===== config.mk =====
export PLATFORM = sky130hd
export DESIGN_NAME = param_leaf_router_flat
export DESIGN_NICKNAME = d
export VERILOG_FILES = /design/src/rtl/leaf_router_pkg.sv /design/src/rtl/param_leaf_router_if.sv /design/src/rtl/router_fifo.sv /design/src/rtl/param_leaf_router.sv /design/src/flat_wrapper.sv
export SDC_FILE = /design/constraint.sdc
export NUM_CORES = 1
export LEC_CHECK = 0
export ABC_AREA = 1
export CAP_MARGIN = 15
export CORE_ASPECT_RATIO = 1.5
export CORE_MARGIN = 4
export CORE_UTILIZATION = 60
export CTS_CLUSTER_DIAMETER = 200
export DETAILED_ROUTE_END_ITERATION = 10
export PLACE_DENSITY = 0.8
export SETUP_SLACK_MARGIN = 0.4
export SYNTH_ARGS = -nofsm -noshare
export SYNTH_HDL_FRONTEND = slang
export SYNTH_SLANG_ARGS = --single-unit

===== constraint.sdc =====
create_clock -name clk -period 9.7 [get_ports clk]
set_input_delay 1.455 -clock clk [delete_from_list [all_inputs] [get_ports clk]]
set_output_delay 1.455 -clock clk [all_outputs]
set_load 0.01 [all_outputs]

===== src/rtl/leaf_router_pkg.sv =====
// Shared constants, arbiter state encoding and address decode for the leaf router.
package leaf_router_pkg;

  localparam int unsigned ADDR_W = 6;
  localparam logic [2:0] GRANT_NONE = 3'b111;

  typedef enum logic [0:0] {
    StIdle,
    StHold
  } arb_state_e;

  function automatic logic is_local_addr(input logic [ADDR_W-1:0] addr,
                                         input logic [3:0] group_id,
                                         input logic [1:0] router_id);
    return (addr[5:2] == group_id) && (addr[1:0] == router_id);
  endfunction

endpackage


===== src/rtl/param_leaf_router_if.sv =====
// GPU and spine ingress/egress handshake bundle of the leaf router.
interface param_leaf_router_if #(
  parameter int unsigned N_SPINE = 4,
  parameter int unsigned DWIDTH  = 16
) ();

  localparam int unsigned AW = leaf_router_pkg::ADDR_W;

  logic [DWIDTH-1:0]         gpu_in_data;
  logic                      gpu_in_valid;
  logic [AW-1:0]             gpu_dest_addr;
  logic                      gpu_in_ready;
  logic [DWIDTH-1:0]         gpu_out_data;
  logic                      gpu_out_valid;
  logic                      gpu_out_ready;
  logic [N_SPINE*DWIDTH-1:0] spine_in_data;
  logic [N_SPINE-1:0]        spine_in_valid;
  logic [N_SPINE*AW-1:0]     spine_dest_addr;
  logic [N_SPINE-1:0]        spine_in_ready;
  logic [N_SPINE*DWIDTH-1:0] spine_out_data;
  logic [N_SPINE*AW-1:0]     spine_out_dest_addr;
  logic [N_SPINE-1:0]        spine_out_valid;
  logic [N_SPINE-1:0]        spine_out_ready;

  modport router (
    input  gpu_in_data, gpu_in_valid, gpu_dest_addr, gpu_out_ready,
    input  spine_in_data, spine_in_valid, spine_dest_addr, spine_out_ready,
    output gpu_in_ready, gpu_out_data, gpu_out_valid,
    output spine_in_ready, spine_out_data, spine_out_dest_addr, spine_out_valid
  );

  modport env (
    output gpu_in_data, gpu_in_valid, gpu_dest_addr, gpu_out_ready,
    output spine_in_data, spine_in_valid, spine_dest_addr, spine_out_ready,
    input  gpu_in_ready, gpu_out_data, gpu_out_valid,
    input  spine_in_ready, spine_out_data, spine_out_dest_addr, spine_out_valid
  );

endinterface


===== src/rtl/router_fifo.sv =====
// Ingress FIFO: ready depends only on registered occupancy, never on the same-cycle pop.
module router_fifo #(
  parameter int unsigned WIDTH = 22,
  parameter int unsigned DEPTH = 8
) (
  input  logic             clk,
  input  logic             reset,
  input  logic             push,
  input  logic [WIDTH-1:0] push_data,
  output logic             ready,
  input  logic             pop,
  output logic [WIDTH-1:0] head,
  output logic             full,
  output logic             empty
);

  localparam int unsigned PtrW = $clog2(DEPTH);
  localparam logic [PtrW:0] CountFull = (PtrW + 1)'(DEPTH);

  logic [WIDTH-1:0] mem_q [DEPTH];
  logic [PtrW-1:0]  wr_ptr_q, rd_ptr_q;
  logic [PtrW:0]    count_q;
  logic             do_push, do_pop;

  assign full    = reset && (count_q == CountFull);
  assign empty   = !reset || (count_q == '0);
  assign ready   = reset && (count_q != CountFull);
  assign do_push = push && ready;
  assign do_pop  = pop && !empty;
  assign head    = mem_q[rd_ptr_q];

  always_ff @(posedge clk) begin
    if (do_push) begin
      mem_q[wr_ptr_q] <= push_data;
    end
  end

  always_ff @(posedge clk) begin
    if (!reset) begin
      wr_ptr_q <= '0;
      rd_ptr_q <= '0;
      count_q  <= '0;
    end else begin
      if (do_push) wr_ptr_q <= wr_ptr_q + 1'b1;
      if (do_pop)  rd_ptr_q <= rd_ptr_q + 1'b1;
      if (do_push && !do_pop) begin
        count_q <= count_q + 1'b1;
      end else if (do_pop && !do_push) begin
        count_q <= count_q - 1'b1;
      end
    end
  end

endmodule


===== src/rtl/param_leaf_router.sv =====
// Leaf router: GPU traffic fans out to spines by address; local traffic is round-robin
// arbitrated onto the single GPU egress, non-local spine arrivals are dropped and counted.
module param_leaf_router
  import leaf_router_pkg::*;
#(
  parameter int unsigned N_SPINE    = 4,
  parameter int unsigned DWIDTH     = 16,
  parameter int unsigned FIFO_DEPTH = 8,
  parameter logic [1:0]  ROUTER_ID  = 2'd2,
  parameter logic [3:0]  GROUP_ID   = 4'b0110
) (
  input  logic                clk,
  input  logic                reset,
  input  logic                arb_enable,
  param_leaf_router_if.router bus,
  output logic [N_SPINE-1:0]  spine_fifo_full,
  output logic [N_SPINE-1:0]  spine_fifo_empty,
  output logic                gpu_fifo_full,
  output logic                gpu_fifo_empty,
  output logic [2:0]          current_grant,
  output logic                busy,
  output logic [7:0]          drop_count
);

  localparam int unsigned EntW = DWIDTH + ADDR_W;
  localparam int unsigned NReq = N_SPINE + 1;
  localparam int unsigned SelW = (N_SPINE > 2) ? $clog2(N_SPINE) : 1;
  localparam logic [2:0]  GpuReq = 3'(N_SPINE);

  logic [EntW-1:0]    gpu_head;
  logic               gpu_pop;
  logic [EntW-1:0]    spine_head [N_SPINE];
  logic [N_SPINE-1:0] spine_pop;
  logic [N_SPINE-1:0] spine_ready;

  router_fifo #(.WIDTH(EntW), .DEPTH(FIFO_DEPTH)) u_gpu_fifo (
    .clk       (clk),
    .reset     (reset),
    .push      (bus.gpu_in_valid),
    .push_data ({bus.gpu_dest_addr, bus.gpu_in_data}),
    .ready     (bus.gpu_in_ready),
    .pop       (gpu_pop),
    .head      (gpu_head),
    .full      (gpu_fifo_full),
    .empty     (gpu_fifo_empty)
  );

  for (genvar k = 0; k < N_SPINE; k++) begin : g_spine_fifo
    router_fifo #(.WIDTH(EntW), .DEPTH(FIFO_DEPTH)) u_fifo (
      .clk       (clk),
      .reset     (reset),
      .push      (bus.spine_in_valid[k]),
      .push_data ({bus.spine_dest_addr[k*ADDR_W +: ADDR_W], bus.spine_in_data[k*DWIDTH +: DWIDTH]}),
      .ready     (spine_ready[k]),
      .pop       (spine_pop[k]),
      .head      (spine_head[k]),
      .full      (spine_fifo_full[k]),
      .empty     (spine_fifo_empty[k])
    );
  end

  assign bus.spine_in_ready = spine_ready;

  // GPU -> spine forwarding
  logic               gpu_head_local;
  logic [SelW-1:0]    gpu_dst;
  logic               gpu_fwd;
  logic [N_SPINE-1:0] sp_valid_q;
  logic [EntW-1:0]    sp_ent_q [N_SPINE];
  logic [N_SPINE-1:0] sp_load;

  assign gpu_head_local = is_local_addr(gpu_head[EntW-1 -: ADDR_W], GROUP_ID, ROUTER_ID);
  assign gpu_dst        = gpu_head[DWIDTH +: SelW];

  always_comb begin
    sp_load = '0;
    gpu_fwd = arb_enable && !gpu_fifo_empty && !gpu_head_local &&
              (!sp_valid_q[gpu_dst] || bus.spine_out_ready[gpu_dst]);
    if (gpu_fwd) sp_load[gpu_dst] = 1'b1;
  end

  always_ff @(posedge clk) begin
    if (!reset) begin
      sp_valid_q <= '0;
    end else begin
      for (int k = 0; k < N_SPINE; k++) begin
        if (sp_load[k]) begin
          sp_valid_q[k] <= 1'b1;
          sp_ent_q[k]   <= gpu_head;
        end else if (bus.spine_out_ready[k]) begin
          sp_valid_q[k] <= 1'b0;
        end
      end
    end
  end

  logic [N_SPINE*DWIDTH-1:0] sp_out_data;
  logic [N_SPINE*ADDR_W-1:0] sp_out_addr;

  always_comb begin
    sp_out_data = '0;
    sp_out_addr = '0;
    for (int k = 0; k < N_SPINE; k++) begin
      sp_out_data[k*DWIDTH +: DWIDTH] = sp_ent_q[k][DWIDTH-1:0];
      sp_out_addr[k*ADDR_W +: ADDR_W] = sp_ent_q[k][EntW-1 -: ADDR_W];
    end
  end

  assign bus.spine_out_data      = sp_out_data;
  assign bus.spine_out_dest_addr = sp_out_addr;
  assign bus.spine_out_valid     = sp_valid_q;

  // Requests for GPU egress and spine drops
  logic [NReq-1:0]    req;
  logic [N_SPINE-1:0] drop;

  always_comb begin
    req  = '0;
    drop = '0;
    for (int k = 0; k < N_SPINE; k++) begin
      if (!spine_fifo_empty[k]) begin
        if (is_local_addr(spine_head[k][EntW-1 -: ADDR_W], GROUP_ID, ROUTER_ID)) begin
          req[k] = 1'b1;
        end else begin
          drop[k] = arb_enable;
        end
      end
    end
    req[N_SPINE] = !gpu_fifo_empty && gpu_head_local;
  end

  arb_state_e        state_q, state_d;
  logic [2:0]        last_q, last_d, grant_q, grant_d;
  logic [2:0]        base, pick;
  logic              pick_found, arb_load;
  logic [EntW-1:0]   pick_ent;
  logic              out_valid_q, out_valid_d;
  logic [DWIDTH-1:0] out_data_q, out_data_d;
  logic [7:0]        drop_q, drop_d;
  logic [8:0]        drop_sum;
  int unsigned       idx;

  // In HOLD the current grant becomes last_grant on completion, so search after it.
  always_comb begin
    pick       = GRANT_NONE;
    pick_found = 1'b0;
    idx        = 0;
    base       = (state_q == StHold) ? grant_q : last_q;
    for (int unsigned i = 1; i <= NReq; i++) begin
      idx = (32'(base) + i) % NReq;
      if (!pick_found && req[idx]) begin
        pick_found = 1'b1;
        pick       = 3'(idx);
      end
    end
    pick_ent = gpu_head;
    for (int k = 0; k < N_SPINE; k++) begin
      if (pick == 3'(k)) pick_ent = spine_head[k];
    end
  end

  always_comb begin
    state_d     = state_q;
    last_d      = last_q;
    grant_d     = grant_q;
    out_valid_d = out_valid_q;
    out_data_d  = out_data_q;
    arb_load    = 1'b0;
    unique case (state_q)
      StIdle: begin
        if (arb_enable && pick_found) begin
          arb_load = 1'b1;
          state_d  = StHold;
        end
      end
      StHold: begin
        if (out_valid_q && bus.gpu_out_ready) begin
          last_d = grant_q;
          if (arb_enable && pick_found) begin
            arb_load = 1'b1;
          end else begin
            state_d     = StIdle;
            out_valid_d = 1'b0;
            grant_d     = GRANT_NONE;
          end
        end
      end
      default: state_d = StIdle;
    endcase
    if (arb_load) begin
      out_valid_d = 1'b1;
      out_data_d  = pick_ent[DWIDTH-1:0];
      grant_d     = pick;
    end
  end

  always_comb begin
    gpu_pop = gpu_fwd || (arb_load && (pick == GpuReq));
    for (int k = 0; k < N_SPINE; k++) begin
      spine_pop[k] = drop[k] || (arb_load && (pick == 3'(k)));
    end
    drop_sum = {1'b0, drop_q};
    for (int k = 0; k < N_SPINE; k++) begin
      drop_sum = drop_sum + 9'(drop[k]);
    end
    drop_d = drop_sum[8] ? 8'hFF : drop_sum[7:0];
  end

  always_ff @(posedge clk) begin
    if (!reset) begin
      state_q     <= StIdle;
      last_q      <= GpuReq;
      grant_q     <= GRANT_NONE;
      out_valid_q <= 1'b0;
      out_data_q  <= '0;
      drop_q      <= '0;
    end else begin
      state_q     <= state_d;
      last_q      <= last_d;
      grant_q     <= grant_d;
      out_valid_q <= out_valid_d;
      out_data_q  <= out_data_d;
      drop_q      <= drop_d;
    end
  end

  assign bus.gpu_out_valid = out_valid_q;
  assign bus.gpu_out_data  = out_data_q;
  assign current_grant     = (state_q == StHold) ? grant_q : GRANT_NONE;
  assign busy              = reset && ((state_q == StHold) || out_valid_q || (|sp_valid_q));
  assign drop_count        = drop_q;

endmodule


===== src/flat_wrapper.sv =====
// flat-port wrapper written by rule: the top's interface ports become plain ports
module param_leaf_router_flat import leaf_router_pkg::*;
#(
  parameter int unsigned N_SPINE    = 4,
  parameter int unsigned DWIDTH     = 16,
  parameter int unsigned FIFO_DEPTH = 8,
  parameter logic [1:0]  ROUTER_ID  = 2'd2,
  parameter logic [3:0]  GROUP_ID   = 4'b0110
)
  (clk, reset, arb_enable, spine_fifo_full, spine_fifo_empty, gpu_fifo_full, gpu_fifo_empty, current_grant, busy, drop_count, bus_gpu_in_data, bus_gpu_in_valid, bus_gpu_dest_addr, bus_gpu_out_ready, bus_spine_in_data, bus_spine_in_valid, bus_spine_dest_addr, bus_spine_out_ready, bus_gpu_in_ready, bus_gpu_out_data, bus_gpu_out_valid, bus_spine_in_ready, bus_spine_out_data, bus_spine_out_dest_addr, bus_spine_out_valid);
  param_leaf_router_if #(.N_SPINE(N_SPINE), .DWIDTH(DWIDTH)) bus_i ();
  input  logic clk;
  input  logic reset;
  input  logic arb_enable;
  output logic [N_SPINE-1:0] spine_fifo_full;
  output logic [N_SPINE-1:0] spine_fifo_empty;
  output logic gpu_fifo_full;
  output logic gpu_fifo_empty;
  output logic [2:0] current_grant;
  output logic busy;
  output logic [7:0] drop_count;
  input wire logic [$bits(bus_i.gpu_in_data)-1:0] bus_gpu_in_data;
  input wire logic [$bits(bus_i.gpu_in_valid)-1:0] bus_gpu_in_valid;
  input wire logic [$bits(bus_i.gpu_dest_addr)-1:0] bus_gpu_dest_addr;
  input wire logic [$bits(bus_i.gpu_out_ready)-1:0] bus_gpu_out_ready;
  input wire logic [$bits(bus_i.spine_in_data)-1:0] bus_spine_in_data;
  input wire logic [$bits(bus_i.spine_in_valid)-1:0] bus_spine_in_valid;
  input wire logic [$bits(bus_i.spine_dest_addr)-1:0] bus_spine_dest_addr;
  input wire logic [$bits(bus_i.spine_out_ready)-1:0] bus_spine_out_ready;
  output wire logic [$bits(bus_i.gpu_in_ready)-1:0] bus_gpu_in_ready;
  output wire logic [$bits(bus_i.gpu_out_data)-1:0] bus_gpu_out_data;
  output wire logic [$bits(bus_i.gpu_out_valid)-1:0] bus_gpu_out_valid;
  output wire logic [$bits(bus_i.spine_in_ready)-1:0] bus_spine_in_ready;
  output wire logic [$bits(bus_i.spine_out_data)-1:0] bus_spine_out_data;
  output wire logic [$bits(bus_i.spine_out_dest_addr)-1:0] bus_spine_out_dest_addr;
  output wire logic [$bits(bus_i.spine_out_valid)-1:0] bus_spine_out_valid;
  assign bus_i.gpu_in_data = bus_gpu_in_data;
  assign bus_i.gpu_in_valid = bus_gpu_in_valid;
  assign bus_i.gpu_dest_addr = bus_gpu_dest_addr;
  assign bus_i.gpu_out_ready = bus_gpu_out_ready;
  assign bus_i.spine_in_data = bus_spine_in_data;
  assign bus_i.spine_in_valid = bus_spine_in_valid;
  assign bus_i.spine_dest_addr = bus_spine_dest_addr;
  assign bus_i.spine_out_ready = bus_spine_out_ready;
  assign bus_gpu_in_ready = bus_i.gpu_in_ready;
  assign bus_gpu_out_data = bus_i.gpu_out_data;
  assign bus_gpu_out_valid = bus_i.gpu_out_valid;
  assign bus_spine_in_ready = bus_i.spine_in_ready;
  assign bus_spine_out_data = bus_i.spine_out_data;
  assign bus_spine_out_dest_addr = bus_i.spine_out_dest_addr;
  assign bus_spine_out_valid = bus_i.spine_out_valid;
  param_leaf_router #(.N_SPINE(N_SPINE), .DWIDTH(DWIDTH), .FIFO_DEPTH(FIFO_DEPTH), .ROUTER_ID(ROUTER_ID), .GROUP_ID(GROUP_ID)) u_core (.clk(clk), .reset(reset), .arb_enable(arb_enable), .bus(bus_i), .spine_fifo_full(spine_fifo_full), .spine_fifo_empty(spine_fifo_empty), .gpu_fifo_full(gpu_fifo_full), .gpu_fifo_empty(gpu_fifo_empty), .current_grant(current_grant), .busy(busy), .drop_count(drop_count));
endmodule

==> results of run 1 <==
==> cell families (layout without fill, tap and decap cells) <==
logic type               count (synthesis)  in the layout
other                                    0              6
XOR/XNOR                                17             17
AO/OA/AOI/OAI                          759            759
adder cells (fa/ha/maj)                 55             55
AND/OR/NAND/NOR                       1134           1134
buffers and inverters                  330            665
flip-flops                            1069           1069
==> final cells by class <==
| cell class | count | area (sq um) |
|---|---|---|
| Sequential cell | 1069 | 31100 |
| Fill cell | 4554 | 20880 |
| Multi-Input combinational cell | 1965 | 10160 |
| Timing Repair Buffer | 321 | 3050 |
| Clock buffer | 112 | 2439 |
| Tap cell | 907 | 1135 |
| Clock inverter | 62 | 705.7 |
| Inverter | 170 | 643.1 |
| Antenna cell | 6 | 15.01 |
==> critical path, delay by kind of cell (launching register included) <==
kind | cells | cell delay [ps]
AO/OA/AOI/OAI | 6 | 970
AND/OR/NAND/NOR | 17 | 2370
flip-flops | 1 | 310
buffers and inverters | 7 | 2370
adder cells (fa/ha/maj) | 2 | 480
==> report_power, final <==
part	switching (uW)	internal, uW
logic	3990	1650
clock network	1640	2130
registers	109	5330
==> synth_stat cells, drive strengths merged <==
master / count
nand2: 424
o22ai: 98
o211ai: 3
edfxtp: 968
a221oi: 1
ha: 47
nor3: 41
o221ai: 42
or2: 1
xor2: 15
xnor2: 2
a32o: 22
nand3b: 1
o2111ai: 2
o21ai: 438
inv: 168
a21oi: 114
o32ai: 1
dfxtp: 101
nand3: 123
nor3b: 4
or4: 1
o31ai: 1
fa: 8
o21a: 1
clkbuf: 115
buf: 45
a21o: 2
o21bai: 4
nor2: 515
clkinv: 2
nand4: 16
a21boi: 1
a31oi: 24
a211oi: 3
and3: 8
a31o: 2
==> per-layer routing <==
metal | track usage | part of all wire | up-vias
li1 | - | - | 12690
met1 | 0.3423 | 0.37 | 13360
met2 | 0.4736 | 0.51 | 1231
met3 | 0.05830 | 0.086 | 224
met4 | 0.1008 | 0.038 | 2
met5 | 0 | 0.00017 | -
==> sequential cells by signal, indices dropped and copies added (netlist names), 3 cells and up, named ones only <==
signal / flops
u_core.bus.spine_out_valid: 4
u_core.u_gpu_fifo.mem_q: 176
u_core.u_gpu_fifo.wr_ptr_q: 3
u_core.g_spine_fifo.u_fifo.count_q: 16
u_core.g_spine_fifo.u_fifo.mem_q: 704
u_core.u_gpu_fifo.count_q: 4
u_core.grant_q: 3
u_core.drop_count: 8
u_core.g_spine_fifo.u_fifo.wr_ptr_q: 12
u_core.u_gpu_fifo.rd_ptr_q: 3
u_core.last_q: 3
u_core.sp_ent_q: 88
u_core.bus.gpu_out_data: 16
u_core.g_spine_fifo.u_fifo.rd_ptr_q: 12
==> worst paths after layout <==
kind / cells past startpoint / startpoint / end / slack (ps)
worst max-delay path: 32 / register / u_core.u_gpu_fifo.count_q[3] / 3050
worst min-delay path: 2 / u_core.bus.gpu_out_data[9] / u_core.bus.gpu_out_data[9] / 480
worst max register to register: 32 / register / u_core.u_gpu_fifo.count_q[3] / 3050
worst min register to register: 2 / u_core.bus.gpu_out_data[9] / u_core.bus.gpu_out_data[9] / 480
==> through the flow <==
step	instances	setup slack [ps]	utilization	total power [uW]
finish	4612	3048	0.7022	14850
CTS	4606	3146	0.7020	14810
global route	4610	2455	0.7022	15660
detailed placement	4432	2949	0.6572	11050
floorplan	3364	4538	-	9425
global placement	4432	3036	0.6572	10910
==> flow_summary.toml, run 1 <==
[synthesis]
yosys.area_share.adder = 0.01762
synth_compound_area_frac = 0.1026
ys_seq_area_frac = 0.7323
synth_top_area_share = 0.6847
ys_ff_latch = 1069
netlist_instances = 3364
synth.area.top_cells = "edfxtp_1, o21ai_0, dfxtp_1"
synth_top_family_by_area = "simple AND/OR/NAND/NOR gates"
muxShareOfSynthArea = 0
synth_fp_nets = 3542
yosysWarnings = 0
synthSimpleGateAreaFrac = 0.1117
synth_cell_types = 54
post_synth.cell_area_avg_sq_um = 12.62
yosys.area.top_type = "edfxtp_1"
synth_area_sq_um = 42460
synthXorXnorAreaFrac = 0.003949

[worst_setup_path]
crit_required_ps = 10260
max_stage_delay_ps = 690
criticalPathCategory = "register to register"
cp-end-kind = "register"
critical_path_peak_fanout = 89
slowest_stage = "buf_4"
startpoint_type = "register"
worst_ep_arrival_time_ps = 7210
path_common_cell = "nand2_1"

[global_route]
grt_pass1_wl_mm = 156.9
grt_overflow = 0
antenna_found_initial = 8
first_global_vias = 26680
grt_usage = 0.2737
grt_max_degree = 90

[die]
die_h_microns = 333.8
core_area_sq_um = 70130
dieArea_sq_um = 75170
ios = 259
row_count = 119
die_width_microns = 225.2
start_util = 0.6054

[drt]
drc = 0
vias = 27510
drtAntennaViolNets = 0
dr.pass1.iters = 6
wirelength_mm = 104.8
drt_iter0_drc = 2774
viasPerCell = 5.964
avgRoutedWirePerCell_microns = 22.73

[sta]
grt_setup_unrepaired = "no"
tightest_slew_ps = 1295
fin_hold_ws_ps = 475.1
setup_viol = 0
tns_ps = 0
max_slew_margin = 0.1326
fmax_mhz = 150.3
post-route-period-util = 0.6858
period_needed_ps = 6652
slew_violations = 0
clock_skew_ps = 33.19
hold_viol = 0

[cts]
cts.sinks = 1069
clkSlewWorstSetupHoldPaths_ps = 70
cts_buffers = 92
postCtsHoldBufs = 0
clock-root-buffer = "clkbuf_16"
cts-resized-gates = 0
clk_latency_ps = 680
h-tree-depth = 3
cts_max_path_buffers = 3
tritoncts = "yes"
cts_setup_buffers = 0

[final_layout]
final_area_sq_um = 49250
layout_commonest_cell = "edfxtp_1"
final_cell_mix = "edfxtp_1, nor2_1, o21ai_0"
area_growth_pct = 15.99
drive_gt1_frac = 0.09111
fin_nets = 3797

[outcome]
status = "completed"

[power]
powerDensity_nw_per_um2 = 301.6
p_leak_uw = 0.01700
ir_drop_v = 0.0002745

[place]
dp_hpwl_mm = 67.18
placed_cell_area_sq_um = 46090
numPortBuffers = 258
globalplace.congestion = 0.9126

[flow_run]
cap_violations = 0

[min_path]
hp-class = "register to register"
(Power assumes the default switching activity.)
==> run 2, diff against run 1 <==
--- a/config.mk
+++ b/config.mk
@@ -9,10 +9,10 @@
 export CAP_MARGIN = 15
 export CORE_ASPECT_RATIO = 1.5
 export CORE_MARGIN = 4
-export CORE_UTILIZATION = 60
+export CORE_UTILIZATION = 59
 export CTS_CLUSTER_DIAMETER = 200
 export DETAILED_ROUTE_END_ITERATION = 10
-export PLACE_DENSITY = 0.8
+export PLACE_DENSITY = 0.79
 export SETUP_SLACK_MARGIN = 0.4
 export SYNTH_ARGS = -nofsm -noshare
 export SYNTH_HDL_FRONTEND = slang
==> constraint.sdc (replaced) <==
create_clock -name clk -period 6.39 [get_ports clk]
set_input_delay 0.9585 -clock clk [delete_from_list [all_inputs] [get_ports clk]]
set_output_delay 0.9585 -clock clk [all_outputs]
set_load 0.01 [all_outputs]
==> run 2 against run 1 <==
Sequential power is 53% higher. Combinational power grew 54%. Hold slack worse by 2.5 ps. Die area rose by 1.6%. Global-route usage is 0.41 points lower. Critical path depth grew 6. Setup slack lost 2100 ps. First-iteration DRC count up 22%. Cell area is 0.34% higher. Routed wire length fell by 0.40%. Critical path type unchanged.
==> flow_summary.toml, run 2 (synthesis results as in run 1) <==
[cts]
clkSlewWorstSetupHoldPaths_ps = 70
clock-root-buffer = "clkbuf_16"
clk_latency_ps = 670
tritoncts = "yes"
cts.sinks = 1069
cts_buffers = 93
cts_max_path_buffers = 3
postCtsHoldBufs = 0
h-tree-depth = 3

[min_path]
hp-class = "register to register"
whs_endpoint = "u_core.bus.gpu_out_data[8]"
hold_start = "u_core.bus.gpu_out_data[8]"
hold_path_depth = 2

[global_route]
first_global_vias = 26740
grt_overflow = 0
grt_max_degree = 65
grt_usage = 0.2696
grt_pass1_wl_mm = 156.3
antenna_found_initial = 9

[final_layout]
largest_reg_flops = 704
final_cell_mix = "edfxtp_1, nor2_1, o21ai_0"
regMostFlops = "u_core.g_spine_fifo.u_fifo.mem_q"
fin_nets = 3824
final_area_sq_um = 49410
area_growth_pct = 16.38
finalNonFillerCells = 4644
reg_top3 = "u_core.g_spine_fifo.u_fifo.mem_q x704, u_core.u_gpu_fifo.mem_q x176, u_core.sp_ent_q x88"
final_util = 0.6928
drive_gt1_frac = 0.09914
layout_commonest_cell = "edfxtp_1"

[worst_setup_path]
crit_cells = 38
r2r_cells = 38
criticalPathCategory = "register to register"
r2r_end = "u_core.g_spine_fifo[2].u_fifo.count_q[3]"
timing.rr.start = "u_core.state_q"
crit_family = "simple AND/OR/NAND/NOR gates"
startpoint_type = "register"
critPathBufInv = 7
crit_required_ps = 6950
max_stage_delay_ps = 390
critical_path_peak_fanout = 13
path_common_cell = "nand2_1"
cp-end-kind = "register"
slowest_stage = "dfxtp_2"
worst_ep_arrival_time_ps = 6040
r2r_slack_ps = 910

[drt]
dr.pass1.iters = 10
avgRoutedWirePerCell_microns = 22.49
drc = 0
vias = 27800
drtAntennaViolNets = 0
viasPerCell = 5.986
drt_iter0_drc = 3381
wirelength_mm = 104.4

[power]
p_leak_uw = 0.01711
powerDensity_nw_per_um2 = 457.5
ir_drop_v = 0.0005302

[place]
dp_hpwl_mm = 68.33
globalplace.congestion = 0.9111
post-place-ws_ps = 559.5
numPortBuffers = 258
dpl.cell_count = 4464
placed_cell_area_sq_um = 46250

[sta]
setup_viol = 0
max_slew_margin = 0.2119
slew_violations = 0
period_needed_ps = 5482
fmax_mhz = 182.4
tns_ps = 0
tightest_slew_ps = 1177
post-route-period-util = 0.8580
clock_skew_ps = 35.44
grt_setup_unrepaired = "no"
worst_slack_ps = 907.5
hold_viol = 0

[outcome]
status = "completed"

[die]
die_width_microns = 227.0
core_area_sq_um = 71320
row_count = 120
ios = 259
die_h_microns = 336.5
start_util = 0.5953
dieArea_sq_um = 76400

[flow_run]
cap_violations = 0
run 2: cell types whose count changed in the layout (fill, tap and decap cells not counted), sizes merged:
cell / change
buf: +26
bufinv: -1
clkbuf: -6
clkinv: +6
clkinvlp: -4
diode: +1
inv: +2
run 2: what timing repair did:
item                                    CTS  global route
endpoints found under the setup margin    0             7
buffers inserted                          0             2
gates resized for setup                   0            18
run 2: final cells by class:
type	count	area, sq um
Timing Repair Buffer	347	3249
Fill cell	4769	21910
Sequential cell	1069	31100
Clock buffer	106	2429
Inverter	170	650.6
Tap cell	915	1145
Clock inverter	65	629.4
Multi-Input combinational cell	1965	10190
Antenna cell	7	17.52
run 2: worst register-to-register path, delay by kind of cell (launching register included):
| family | cells | cell delay [ps] |
|---|---|---|
| fa+ha+maj | 5 | 1140 |
| xor+xnor | 2 | 320 |
| flops | 1 | 390 |
| buf+inv | 7 | 770 |
| compound gates | 6 | 980 |
| simple gates | 18 | 1770 |
run 2: per-layer routing:
| metal | vias up | global-route usage | wire (microns) |
|---|---|---|---|
| met5 | - | 0 | 27 |
| met4 | 4 | 0.1150 | 4568 |
| met3 | 220 | 0.05382 | 8648 |
| met2 | 1215 | 0.4585 | 52580 |
| met1 | 13620 | 0.3396 | 38600 |
| li1 | 12740 | - | - |
run 2: through the flow:
stage / hold slack [ps] / power (uW)
2_1_floorplan: 446.0 / 14310
3_3_place_gp: 456.6 / 16610
3_5_place_dp: 458.4 / 16840
4_1_cts: 468.7 / 22440
5_1_grt: 485.5 / 23800
6_report: 472.5 / 22610
run 2: how the worst max path moves through the flow:
stage                                                     endpoint            from  slack, ps
final                     u_core.g_spine_fifo[2].u_fifo.count_q[3]  u_core.state_q        910
after floorplan           u_core.g_spine_fifo[3].u_fifo.count_q[3]  u_core.state_q       1230
after global placement                u_core.u_gpu_fifo.count_q[3]  u_core.state_q        740
after CTS                             u_core.u_gpu_fifo.count_q[3]  u_core.state_q        500
after detailed placement              u_core.u_gpu_fifo.count_q[3]  u_core.state_q        560
after global routing      u_core.g_spine_fifo[3].u_fifo.count_q[3]  u_core.state_q        380
run 2: where the power goes:
part           switching (uW)  internal [uW]  leakage (uW)
clock network            2450           3190       0.00149
logic                    6010           2650       0.00605
registers                 212           8090       0.00957
total                    8680          13900        0.0171
